[config.mk]
export PLATFORM = sky130hd
export DESIGN_NAME = print_screen_uart
export DESIGN_NICKNAME = d
export VERILOG_FILES = /design/src/rtl/print_screen_pkg.sv /design/src/rtl/uart_rx_byte.sv /design/src/rtl/print_screen_uart.sv
export SDC_FILE = /design/constraint.sdc
export NUM_CORES = 1
export LEC_CHECK = 0
export ABC_AREA = 1
export CORE_UTILIZATION = 35
export CTS_CLUSTER_DIAMETER = 200
export DETAILED_ROUTE_END_ITERATION = 8
export SLEW_MARGIN = 20
export SYNTH_ARGS = -nofsm -noshare
export SYNTH_HDL_FRONTEND = slang
export SYNTH_SLANG_ARGS = --single-unit
[constraint.sdc]
create_clock -name clk -period 1.9 [get_ports clk]
set_clock_uncertainty 0.05 [all_clocks]
set_input_delay 0.475 -clock clk [delete_from_list [all_inputs] [get_ports clk]]
set_output_delay 0.475 -clock clk [all_outputs]
set_load 0.01 [all_outputs]
[src/rtl/print_screen_pkg.sv]
// Shared constants, baud divisor helper and state encodings for the print-screen UART.
package print_screen_pkg;

    localparam int PACKET_BITS  = 176;
    localparam int PACKET_BYTES = 22;

    // Integer-truncated divisor; the result must be at least 4 for the mid-bit sampler.
    function automatic int clks_per_bit(input int clk_hz, input int baud);
        return clk_hz / baud;
    endfunction

    typedef enum logic [2:0] {
        RX_IDLE,
        RX_START,
        RX_DATA,
        RX_STOP,
        RX_WAIT_HIGH
    } rx_state_t;

    typedef enum logic [1:0] {
        TX_IDLE,
        TX_START,
        TX_DATA,
        TX_STOP
    } tx_state_t;

endpackage

[src/rtl/uart_rx_byte.sv]
// 8N1 receiver: two-flop synchronizer, mid-bit sampling, one-cycle valid on a good stop bit.
module uart_rx_byte
    import print_screen_pkg::*;
#(
    parameter int CLKS_PER_BIT = 868
) (
    input  logic       clk,
    input  logic       rst,
    input  logic       i_rxd,
    output logic       o_valid,
    output logic [7:0] o_data
);

    localparam int             CW       = $clog2(CLKS_PER_BIT);
    localparam logic [CW-1:0]  CNT_LAST = CW'(CLKS_PER_BIT - 1);
    localparam logic [CW-1:0]  CNT_MID  = CW'(CLKS_PER_BIT / 2 - 1);

    logic          r_sync1;
    logic          r_sync2;
    rx_state_t     r_state;
    logic [CW-1:0] r_cnt;
    logic [2:0]    r_bit;
    logic [7:0]    r_data;
    logic          r_valid;
    logic          w_rx;

    assign w_rx    = r_sync2;
    assign o_valid = r_valid;
    assign o_data  = r_data;

    always_ff @(posedge clk) begin
        if (rst) begin
            r_sync1 <= 1'b1;
            r_sync2 <= 1'b1;
            r_state <= RX_IDLE;
            r_cnt   <= '0;
            r_bit   <= '0;
            r_data  <= '0;
            r_valid <= 1'b0;
        end else begin
            r_sync1 <= i_rxd;
            r_sync2 <= r_sync1;
            r_valid <= 1'b0;
            case (r_state)
                RX_IDLE: begin
                    r_cnt <= '0;
                    if (!w_rx) r_state <= RX_START;
                end
                RX_START: begin
                    if (r_cnt == CNT_MID) begin
                        r_cnt   <= '0;
                        r_bit   <= '0;
                        // A high level at mid start bit is a glitch, not a character.
                        r_state <= w_rx ? RX_IDLE : RX_DATA;
                    end else begin
                        r_cnt <= r_cnt + 1'b1;
                    end
                end
                RX_DATA: begin
                    if (r_cnt == CNT_LAST) begin
                        r_cnt  <= '0;
                        r_data <= {w_rx, r_data[7:1]};
                        r_bit  <= r_bit + 1'b1;
                        if (r_bit == 3'd7) r_state <= RX_STOP;
                    end else begin
                        r_cnt <= r_cnt + 1'b1;
                    end
                end
                RX_STOP: begin
                    if (r_cnt == CNT_LAST) begin
                        r_cnt <= '0;
                        if (w_rx) begin
                            r_valid <= 1'b1;
                            r_state <= RX_IDLE;
                        end else begin
                            r_state <= RX_WAIT_HIGH;
                        end
                    end else begin
                        r_cnt <= r_cnt + 1'b1;
                    end
                end
                RX_WAIT_HIGH: begin
                    if (w_rx) r_state <= RX_IDLE;
                end
                default: r_state <= RX_IDLE;
            endcase
        end
    end

endmodule

[src/rtl/print_screen_uart.sv]
// Any received byte triggers a snapshot of the 176-bit packet, sent as 22 back-to-back 8N1 bytes.
module print_screen_uart
    import print_screen_pkg::*;
#(
    parameter int CLK_HZ = 100_000_000,
    parameter int BAUD   = 115200
) (
    input  logic                   clk,
    input  logic                   rst,
    input  logic                   RxD,
    output logic                   TxD,
    input  logic [PACKET_BITS-1:0] packet
);

    localparam int            CLKS_PER_BIT = clks_per_bit(CLK_HZ, BAUD);
    localparam int            CW           = $clog2(CLKS_PER_BIT);
    localparam logic [CW-1:0] CNT_LAST     = CW'(CLKS_PER_BIT - 1);
    localparam logic [4:0]    BYTE_LAST    = 5'(PACKET_BYTES - 1);

    logic       w_req;
    logic [7:0] w_rx_byte_unused;

    uart_rx_byte #(
        .CLKS_PER_BIT (CLKS_PER_BIT)
    ) u_rx (
        .clk     (clk),
        .rst     (rst),
        .i_rxd   (RxD),
        .o_valid (w_req),
        .o_data  (w_rx_byte_unused)
    );

    tx_state_t              r_state;
    logic [CW-1:0]          r_baud_cnt;
    logic [2:0]             r_bit_idx;
    logic [4:0]             r_byte_idx;
    logic [PACKET_BITS-1:0] r_shadow;
    logic                   r_txd;

    assign TxD = r_txd;

    // The shadow shifts right once per data bit, so the bit on the line is always r_shadow[0].
    always_ff @(posedge clk) begin
        if (rst) begin
            r_state    <= TX_IDLE;
            r_baud_cnt <= '0;
            r_bit_idx  <= '0;
            r_byte_idx <= '0;
            r_shadow   <= '0;
            r_txd      <= 1'b1;
        end else begin
            case (r_state)
                TX_IDLE: begin
                    r_txd <= 1'b1;
                    if (w_req) begin
                        r_shadow   <= packet;
                        r_baud_cnt <= '0;
                        r_byte_idx <= '0;
                        r_txd      <= 1'b0;
                        r_state    <= TX_START;
                    end
                end
                TX_START: begin
                    if (r_baud_cnt == CNT_LAST) begin
                        r_baud_cnt <= '0;
                        r_bit_idx  <= '0;
                        r_txd      <= r_shadow[0];
                        r_state    <= TX_DATA;
                    end else begin
                        r_baud_cnt <= r_baud_cnt + 1'b1;
                    end
                end
                TX_DATA: begin
                    if (r_baud_cnt == CNT_LAST) begin
                        r_baud_cnt <= '0;
                        r_shadow   <= r_shadow >> 1;
                        r_bit_idx  <= r_bit_idx + 1'b1;
                        if (r_bit_idx == 3'd7) begin
                            r_txd   <= 1'b1;
                            r_state <= TX_STOP;
                        end else begin
                            r_txd <= r_shadow[1];
                        end
                    end else begin
                        r_baud_cnt <= r_baud_cnt + 1'b1;
                    end
                end
                TX_STOP: begin
                    if (r_baud_cnt == CNT_LAST) begin
                        r_baud_cnt <= '0;
                        if (r_byte_idx == BYTE_LAST) begin
                            r_state <= TX_IDLE;
                        end else begin
                            r_byte_idx <= r_byte_idx + 1'b1;
                            r_txd      <= 1'b0;
                            r_state    <= TX_START;
                        end
                    end else begin
                        r_baud_cnt <= r_baud_cnt + 1'b1;
                    end
                end
                default: r_state <= TX_IDLE;
            endcase
        end
    end

endmodule

==> results.py, run 1 <==
metrics = {
    "floorplan": {
        "die_area_um2": 30800,
        "number_of_rows_in_the_core_area": 63,
        "io_pins": 180,
        "core_area_um2": 29600,
        "die_w_um": 175,
        "floorplan.initialDensity_pct": 35.5,
        "height_of_the_die_um": 175,
    },
    "setup_path": {
        "rr_startpoint": "r_baud_cnt[0]",
        "timing.setup.critical_path_class": "flip-flop to flip-flop",
        "crit_path_max_fo": 67,
        "worstRegToRegCells": 9,
        "cp-startpoint": "r_baud_cnt[0]",
        "cp.arrival_ns": 2.13,
        "cp-end-kind": "flip-flop",
        "worst_setup_path_start_kind": "flip-flop",
        "reg2reg_to": "r_shadow[101]",
        "timing.critical_path.to": "r_shadow[101]",
        "worst-r2r-setup-slack_ns": 0.12,
        "critPathRequiredTime_ns": 2.26,
    },
    "synthesis": {
        "synth.largest_area_cell": "dfxtp_1",
        "post_synth_fa_ha_maj_area_fraction_pct": 1.66,
        "synth_compound_gate_area_share_pct": 10.8,
        "muxShareOfSynthArea_pct": 0,
        "netlist_top_cells_count": "nand2_1, nor2_1, dfxtp_1",
        "synth_warnings": 0,
        "synth_top_family_by_area": "simple AND/OR/NAND/NOR gates",
        "syn_inst": 1669,
        "synth.top_cells.by_area": "dfxtp_1, nand2_1, nor2_1",
        "synth.ff_latch_count": 216,
        "post_synth_xor_area_fraction_pct": 0.416,
        "dominantRegCellSynth": "dfxtp_1",
        "synth-simple-area-share_pct": 38.8,
        "asyncSetResetFlopFracSynth_pct": 0,
        "syn_area_um2": 10500,
        "postSynthNetCount": 1862,
        "yosys.cell_count.top_type": "nand2_1",
        "synth.lib_cells_used.distinct": 34,
        "synth.yosys.seq_area_share_pct": 41.0,
        "number_of_flops_mapped_to_enable_cells_by_yosys": 0,
        "postSynthAreaPerCell_um2": 6.31,
        "synth.top_cell.area_share_pct": 41.0,
    },
    "drt": {
        "final_wl_um": 27000,
        "vias": 10300,
        "wl_per_cell_um": 12.2,
        "drtPass1Iterations": 7,
        "post_drt_via_cell_ratio": 4.64,
        "postRouteAntennaNets": 0,
        "drt_iter0_markers": 811,
        "remaining_drc_errors": 0,
    },
    "sta": {
        "maxSlewViolCount": 0,
        "achievable-frequency_mhz": 563,
        "final.min_clock_period_ns": 1.78,
        "maxSlewHeadroom_pct": 69.8,
        "final-setup-viol-count": 0,
        "fin_worst_hold_slack_ns": 0.356,
        "hold_violations": 0,
        "grt_setup_unrepaired": "true",
        "post-route-period-util_pct": 93.4,
        "max_slew.worst_pin.slew_ns": 0.450,
    },
    "final_layout": {
        "post_route_cells_drive_above_1_share_pct": 4.99,
        "finalNonFillerCells": 2214,
        "nets": 2001,
        "post-route-cell-area_um2": 13500,
        "syn2layout_area_growth_pct": 28.5,
    },
    "grt": {
        "grt_start_max_net_pins": 69,
        "number_of_antenna_violations_at_the_first_check_in_global_routing": 0,
        "overflow": 0,
        "grt_usage_pct": 17.1,
        "grt_first_pass_wirelength_um": 44600,
        "first_global_vias": 9579,
    },
    "placed_design": {
        "placed_area_um2": 12600,
        "io_buffers": 179,
        "placed_cells_incl_taps": 2166,
        "dp_hpwl_um": 17100,
        "globalplace.congestion": 0.801,
    },
    "clock_network": {
        "tritoncts_num_sinks": 216,
        "cts.htree.levels": 1,
        "cts_tree": "built",
        "worst_skew_pair.late_latency_ns": 0.52,
        "cts.root.buffer_cell": "clkbuf_16",
        "cts_max_path_buffers": 3,
        "cts_made_buffers": 25,
        "clk_transition_reported_paths_ns": 0.06,
    },
    "power": {
        "power_report.internal_total_w": 0.00892,
        "share_comb_of_total_power_pct": 23.6,
        "power_leakage_nw": 5.73,
        "post-layout-total-power_w": 0.0128,
        "p_clk_share_pct": 34.5,
        "power_frac_seq_pct": 41.8,
        "max_ir_drop_vdd_mv": 0.532,
        "p_per_area_nw_per_um2": 946,
        "swShare_pct": 30.3,
        "netSwitchingPower_w": 0.00388,
    },
    "run_status": {
        "result_of_the_run": "complete, no violations",
    },
    "worst_hold_path": {
        "hold_path.class": "flip-flop to flip-flop",
        "min_from": "u_rx.r_sync1",
    },
    "flow_run": {
        "drv.max_cap_violation_count": 0,
    },
}
-- power by group through the flow --
stage / registers [W] / logic [W] / clock network (W)
floorplan: 0.00537 / 0.00204 / 0
global placement: 0.00543 / 0.00295 / 0
detailed placement: 0.00545 / 0.00296 / 0
CTS: 0.00535 / 0.00297 / 0.00458
global route: 0.00543 / 0.00351 / 0.00478
finish: 0.00536 / 0.00303 / 0.00442
-- worst max-delay path, cell delays in order (launching register included) --
cell and delay (ns):
dfxtp_1 0.35, ha_2 0.20, nand2_1 0.09, nor2_4 0.12
nand3_4 0.11, nand2_2 0.10, nand2_4 0.11, buf_12 0.22
o21ai_0 0.24, nor2_1 0.06
-- timing repair --
item / in CTS / in global routing
setup buffers: 0 / 2
endpoints found under the setup margin: 5 / 175
hold endpoints to repair: 0 / 0
gates cloned: 0 / 3
resized for setup: 2 / 23
pin swaps: 0 / 1
hold buffers: 0 / 0
-- kinds of logic after synthesis --
group / after synthesis
adder cells (fa/ha/maj): 14
AO/OA/AOI/OAI: 225
XOR/XNOR: 5
AND/OR/NAND/NOR: 1060
flip-flops: 216
buffers and inverters: 149
-- per-stage QoR --
step                      util (%)  setup WS (ns)  setup TNS [ns]
after CTS                     45.2         0.0167               0
after floorplan                  -          0.146               0
final                         45.7          0.125               0
after global placement        42.6        0.00728               0
after global routing          45.7       -0.00105        -0.00105
after detailed placement      42.6        -0.0613          -0.230
-- layer usage --
layer | vias to the layer above | routed length [µm] | GRT usage (%)
met1 | 4585 | 12900 | 22.2
met2 | 178 | 12500 | 29.2
li1 | 5478 | - | -
met5 | - | 0 | 0
met3 | 33 | 1170 | 2.53
met4 | 0 | 527 | 4.89
-- registers in the layout (all words and copies together), names as in the netlist --
| name | count |
|---|---|
| TxD | 1 |
| r_baud_cnt | 10 |
| r_bit_idx | 3 |
| r_byte_idx | 5 |
| r_shadow | 176 |
| r_state | 2 |
| u_rx.o_valid | 1 |
| u_rx.r_bit | 3 |
| u_rx.r_cnt | 10 |
| u_rx.r_state | 3 |
| u_rx.r_sync1 | 1 |
| u_rx.r_sync2 | 1 |
-- final cells by class --
cell class | instances | area (µm²)
repair inverters | 1 | 7.51
flip-flops and latches | 216 | 4330
multi-input cells | 1304 | 5490
clock inverters | 2 | 17.5
repair buffers | 214 | 2270
fillers | 3106 | 16100
well taps | 390 | 488
inverters | 46 | 200
clock buffers | 40 | 732
diodes | 1 | 2.50
-- how the worst min path moves through the flow --
stage | endpoint | cells past startpoint | slack, ns
global placement | u_rx.r_sync2 | 1 | 0.35
detailed placement | u_rx.r_sync2 | 1 | 0.34
CTS | u_rx.r_sync2 | 1 | 0.36
finish | u_rx.r_sync2 | 1 | 0.36
global route | u_rx.r_sync2 | 1 | 0.36
floorplan | u_rx.r_sync2 | 1 | 0.34
-- cell usage in the layout, fill, tap and decap left out, types with 5 or more instances in the layout --
cell type,synthesis,layout
nand4_1,11,11
clkdlybuf4s50_1,0,178
dfxtp_1,216,214
nand3_1,28,27
buf_4,0,19
nor2_1,391,391
nor3_1,6,6
inv_1,42,40
o21ai_1,29,32
a21oi_1,25,24
clkbuf_1,46,10
clkbuf_16,0,27
clkbuf_8,0,5
ha_1,14,12
buf_12,1,9
o21ai_0,166,162
nand2_1,613,612
Note: power is estimated with default switching activity, not from simulation.
==> inputs of run 2 (changes only) <==
--- a/config.mk
+++ b/config.mk
@@ -5,7 +5,7 @@
 export SDC_FILE = /design/constraint.sdc
 export NUM_CORES = 1
 export LEC_CHECK = 0
-export ABC_AREA = 1
+export ABC_AREA = 0
 export CORE_UTILIZATION = 35
 export CTS_CLUSTER_DIAMETER = 200
 export DETAILED_ROUTE_END_ITERATION = 8
==> run 2 against run 1 <==
The run now ends with setup timing left. Clock-buffer cell count decreased by 1. Critical path depth stayed put. Fmax fell by 7.3%. Clock power grew 8.1%. Global-route usage shrank 0.28 points. Die area fell by 7.5%. Sequential power up 27%. Non-clock buffer count grew 71. Sequential share of layout area is 2.4 points lower. First-iteration DRC count shrank 57%. Area after synthesis down 7.6%. Power rose by 45%. Highest routed layer unchanged.
==> results.py, run 2 <==
metrics = {
    "final_layout": {
        "diodes": 0,
        "post_route_cells_drive_above_1_share_pct": 23.4,
        "number_of_fillers_in_the_final_layout": 2373,
        "largest-register": "r_shadow",
        "final_core_util_pct": 54.1,
        "reg.largest.list": "r_shadow x176, r_baud_cnt x10, u_rx.r_cnt x10",
        "nets": 1447,
        "syn2layout_area_growth_pct": 50.7,
        "layout_common_cells": "dfxtp_1, mux2i_1, clkdlybuf4s50_1",
        "largest_register_ff_count": 176,
        "layout.cells.most_common": "dfxtp_1",
    },
    "floorplan": {
        "number_of_rows_in_the_core_area": 60,
        "die_area_um2": 28500,
        "io_pins": 180,
        "floorplan.initialDensity_pct": 35.9,
        "core_area_um2": 27100,
        "height_of_the_die_um": 169,
        "die_w_um": 169,
    },
    "sta": {
        "maxSlewViolCount": 0,
        "finalSetupTns_ns": -0.0601,
        "achievable-frequency_mhz": 522,
        "grt_setup_unrepaired": "true",
        "final-setup-viol-count": 10,
        "post-route-period-util_pct": 101,
        "maxSlewHeadroom_pct": 63.7,
        "smallest_setup_slack_after_layout_ns": -0.0147,
        "hold_violations": 0,
        "max_slew.worst_pin.slew_ns": 0.543,
        "final.min_clock_period_ns": 1.91,
    },
    "setup_path": {
        "timing.critical_path.slowest_cell_delay_ns": 0.37,
        "critPathRequiredTime_ns": 2.25,
        "cp-end-kind": "flip-flop",
        "rr_startpoint": "r_baud_cnt[1]",
        "crit_path_max_fo": 7,
        "timing.setup.critical_path_class": "flip-flop to flip-flop",
        "crit_slowest_cell": "dfxtp_4",
        "cp.arrival_ns": 2.27,
        "worstRegToRegCells": 9,
        "worst_setup_path_start_kind": "flip-flop",
        "reg2reg_to": "r_shadow[21]",
        "crit_chain": "ha_4 > and4bb_2 > nand3_4 > a21oi_4 > buf_6 > clkbuf_16 > buf_8 > clkbuf_16 > a211oi_1",
        "worst-r2r-setup-slack_ns": -0.01,
        "critPathMostFrequentCell": "clkbuf_16",
    },
    "power": {
        "power_leakage_nw": 4.77,
        "p_per_area_nw_per_um2": 1260,
        "max_ir_drop_vdd_mv": 0.587,
    },
    "clock_network": {
        "cts.htree.levels": 1,
        "cts.root.buffer_cell": "clkbuf_16",
        "cts_max_path_buffers": 3,
        "tritoncts_num_sinks": 216,
        "clk_transition_reported_paths_ns": 0.06,
        "cts_made_buffers": 25,
        "worst_skew_pair.late_latency_ns": 0.52,
        "cts_tree": "built",
    },
    "drt": {
        "postRouteAntennaNets": 0,
        "final_wl_um": 26700,
        "wl_per_cell_um": 16.2,
        "drt_iter0_markers": 347,
        "vias": 8429,
        "remaining_drc_errors": 0,
        "post_drt_via_cell_ratio": 5.13,
        "drtPass1Iterations": 4,
    },
    "synthesis": {
        "asyncSetResetFlopFracSynth_pct": 0,
        "syn_area_um2": 9730,
        "synth_warnings": 0,
        "postSynthNetCount": 1225,
        "synth.top_cell.area_share_pct": 44.4,
        "synth.ff_latch_count": 216,
        "postSynthAreaPerCell_um2": 9.43,
        "yosys.cell_count.top_type": "dfxtp_1",
        "synth.largest_area_cell": "dfxtp_1",
        "synth.yosys.seq_area_share_pct": 44.4,
        "netlist_top_cells_count": "dfxtp_1, nor2_1, mux2i_1",
        "number_of_flops_mapped_to_enable_cells_by_yosys": 0,
        "dominantRegCellSynth": "dfxtp_1",
        "syn_inst": 1032,
        "synth.lib_cells_used.distinct": 53,
        "synth.top_cells.by_area": "dfxtp_1, mux2i_1, a211oi_1",
    },
    "placed_design": {
        "dp_hpwl_um": 16000,
        "globalplace.congestion": 0.772,
        "io_buffers": 179,
    },
    "worst_hold_path": {
        "min_from": "rst",
        "hold_path.class": "input port to flip-flop",
        "min_to": "r_shadow[61]",
        "holdPathStages": 2,
    },
    "grt": {
        "grt_start_max_net_pins": 78,
        "overflow": 0,
        "grt_usage_pct": 16.8,
        "grt_first_pass_wirelength_um": 39700,
        "number_of_antenna_violations_at_the_first_check_in_global_routing": 0,
        "first_global_vias": 7876,
    },
    "run_status": {
        "failed_checks": "setup timing",
        "result_of_the_run": "finished, violations left",
    },
    "flow_run": {
        "drv.max_cap_violation_count": 0,
    },
}
==> run 2: area by class of cell <==
class                           count  area, µm²  area share, %
Clock buffer                       39        728           4.97
Multi-Input combinational cell    721       5690           38.8
Timing Repair Buffer              285       3350           22.8
Clock inverter                      6       83.8          0.572
Tap cell                          372        465           3.17
Sequential cell                   216       4340           29.6
Inverter                            5       18.8          0.128
==> run 2: how the worst max path moves through the flow <==
stage / startpoint / endpoint / slack [ns] / depth (start not counted)
global placement: r_state[0] / r_shadow[57] / -0.02 / 9
finish: r_baud_cnt[1] / r_shadow[21] / -0.01 / 9
CTS: r_state[0] / r_shadow[122] / -0.03 / 7
floorplan: u_rx.r_state[2] / u_rx.r_cnt[2] / 0.004 / 6
global route: r_baud_cnt[0] / r_shadow[21] / -0.08 / 9
detailed placement: r_baud_cnt[1] / r_shadow[59] / -0.15 / 8
==> run 2: timing repair <==
item,4_1_cts,5_1_grt
hold buffers,0,0
setup endpoints to repair,171,186
setup buffers,9,12
pin swaps,19,111
gates resized for setup,30,169
gates cloned,7,17
==> run 2: power breakdown <==
part	internal, W	switching [W]
Clock	0.00289	0.00189
Sequential	0.00598	0.000840
Combinational	0.00368	0.00325
Total	0.0126	0.00597
==> run 2: kinds of logic (layout without fill, tap and decap cells) <==
group / after synthesis / after routing / synth area share, %
buffers and inverters: 95 / 335 / 4.18
and+or+nand+nor: 287 / 287 / 12.9
muxes: 179 / 179 / 18.4
AOI/OAI and AO/OA: 238 / 238 / 18.0
DFF: 216 / 216 / 44.4
xor gates and xnor gates: 3 / 3 / 0.270
adders and majority gates: 14 / 14 / 1.80
==> run 2: routing by layer <==
metal | wire (µm) | global-route usage [%] | up-vias
met5 | 0 | 0 | -
met1 | 12500 | 23.4 | 4017
met3 | 907 | 2.55 | 29
met2 | 12900 | 27.4 | 144
met4 | 427 | 3.75 | 0
li1 | - | - | 4239
==> run 2: stage by stage <==
stage	hold slack [ns]	area, µm²	worst slack, ns	cells	total power [W]
5_1_grt	0.154	14700	-0.0813	1644	0.0196
2_1_floorplan	0.339	9790	0.00394	1032	0.00985
4_1_cts	0.135	13600	-0.0274	1618	0.0170
3_3_place_gp	0.357	12400	-0.0210	1557	0.0112
6_report	0.159	14700	-0.0147	1644	0.0185
3_5_place_dp	0.352	12400	-0.152	1557	0.0114
==> run 2: critical path: cells and delay by family (launching register included) <==
kind / cells / cell delay [ns]
buf+inv: 4 / 0.62
flops: 1 / 0.37
simple gates: 2 / 0.36
compound gates: 2 / 0.26
fa+ha+maj: 1 / 0.13
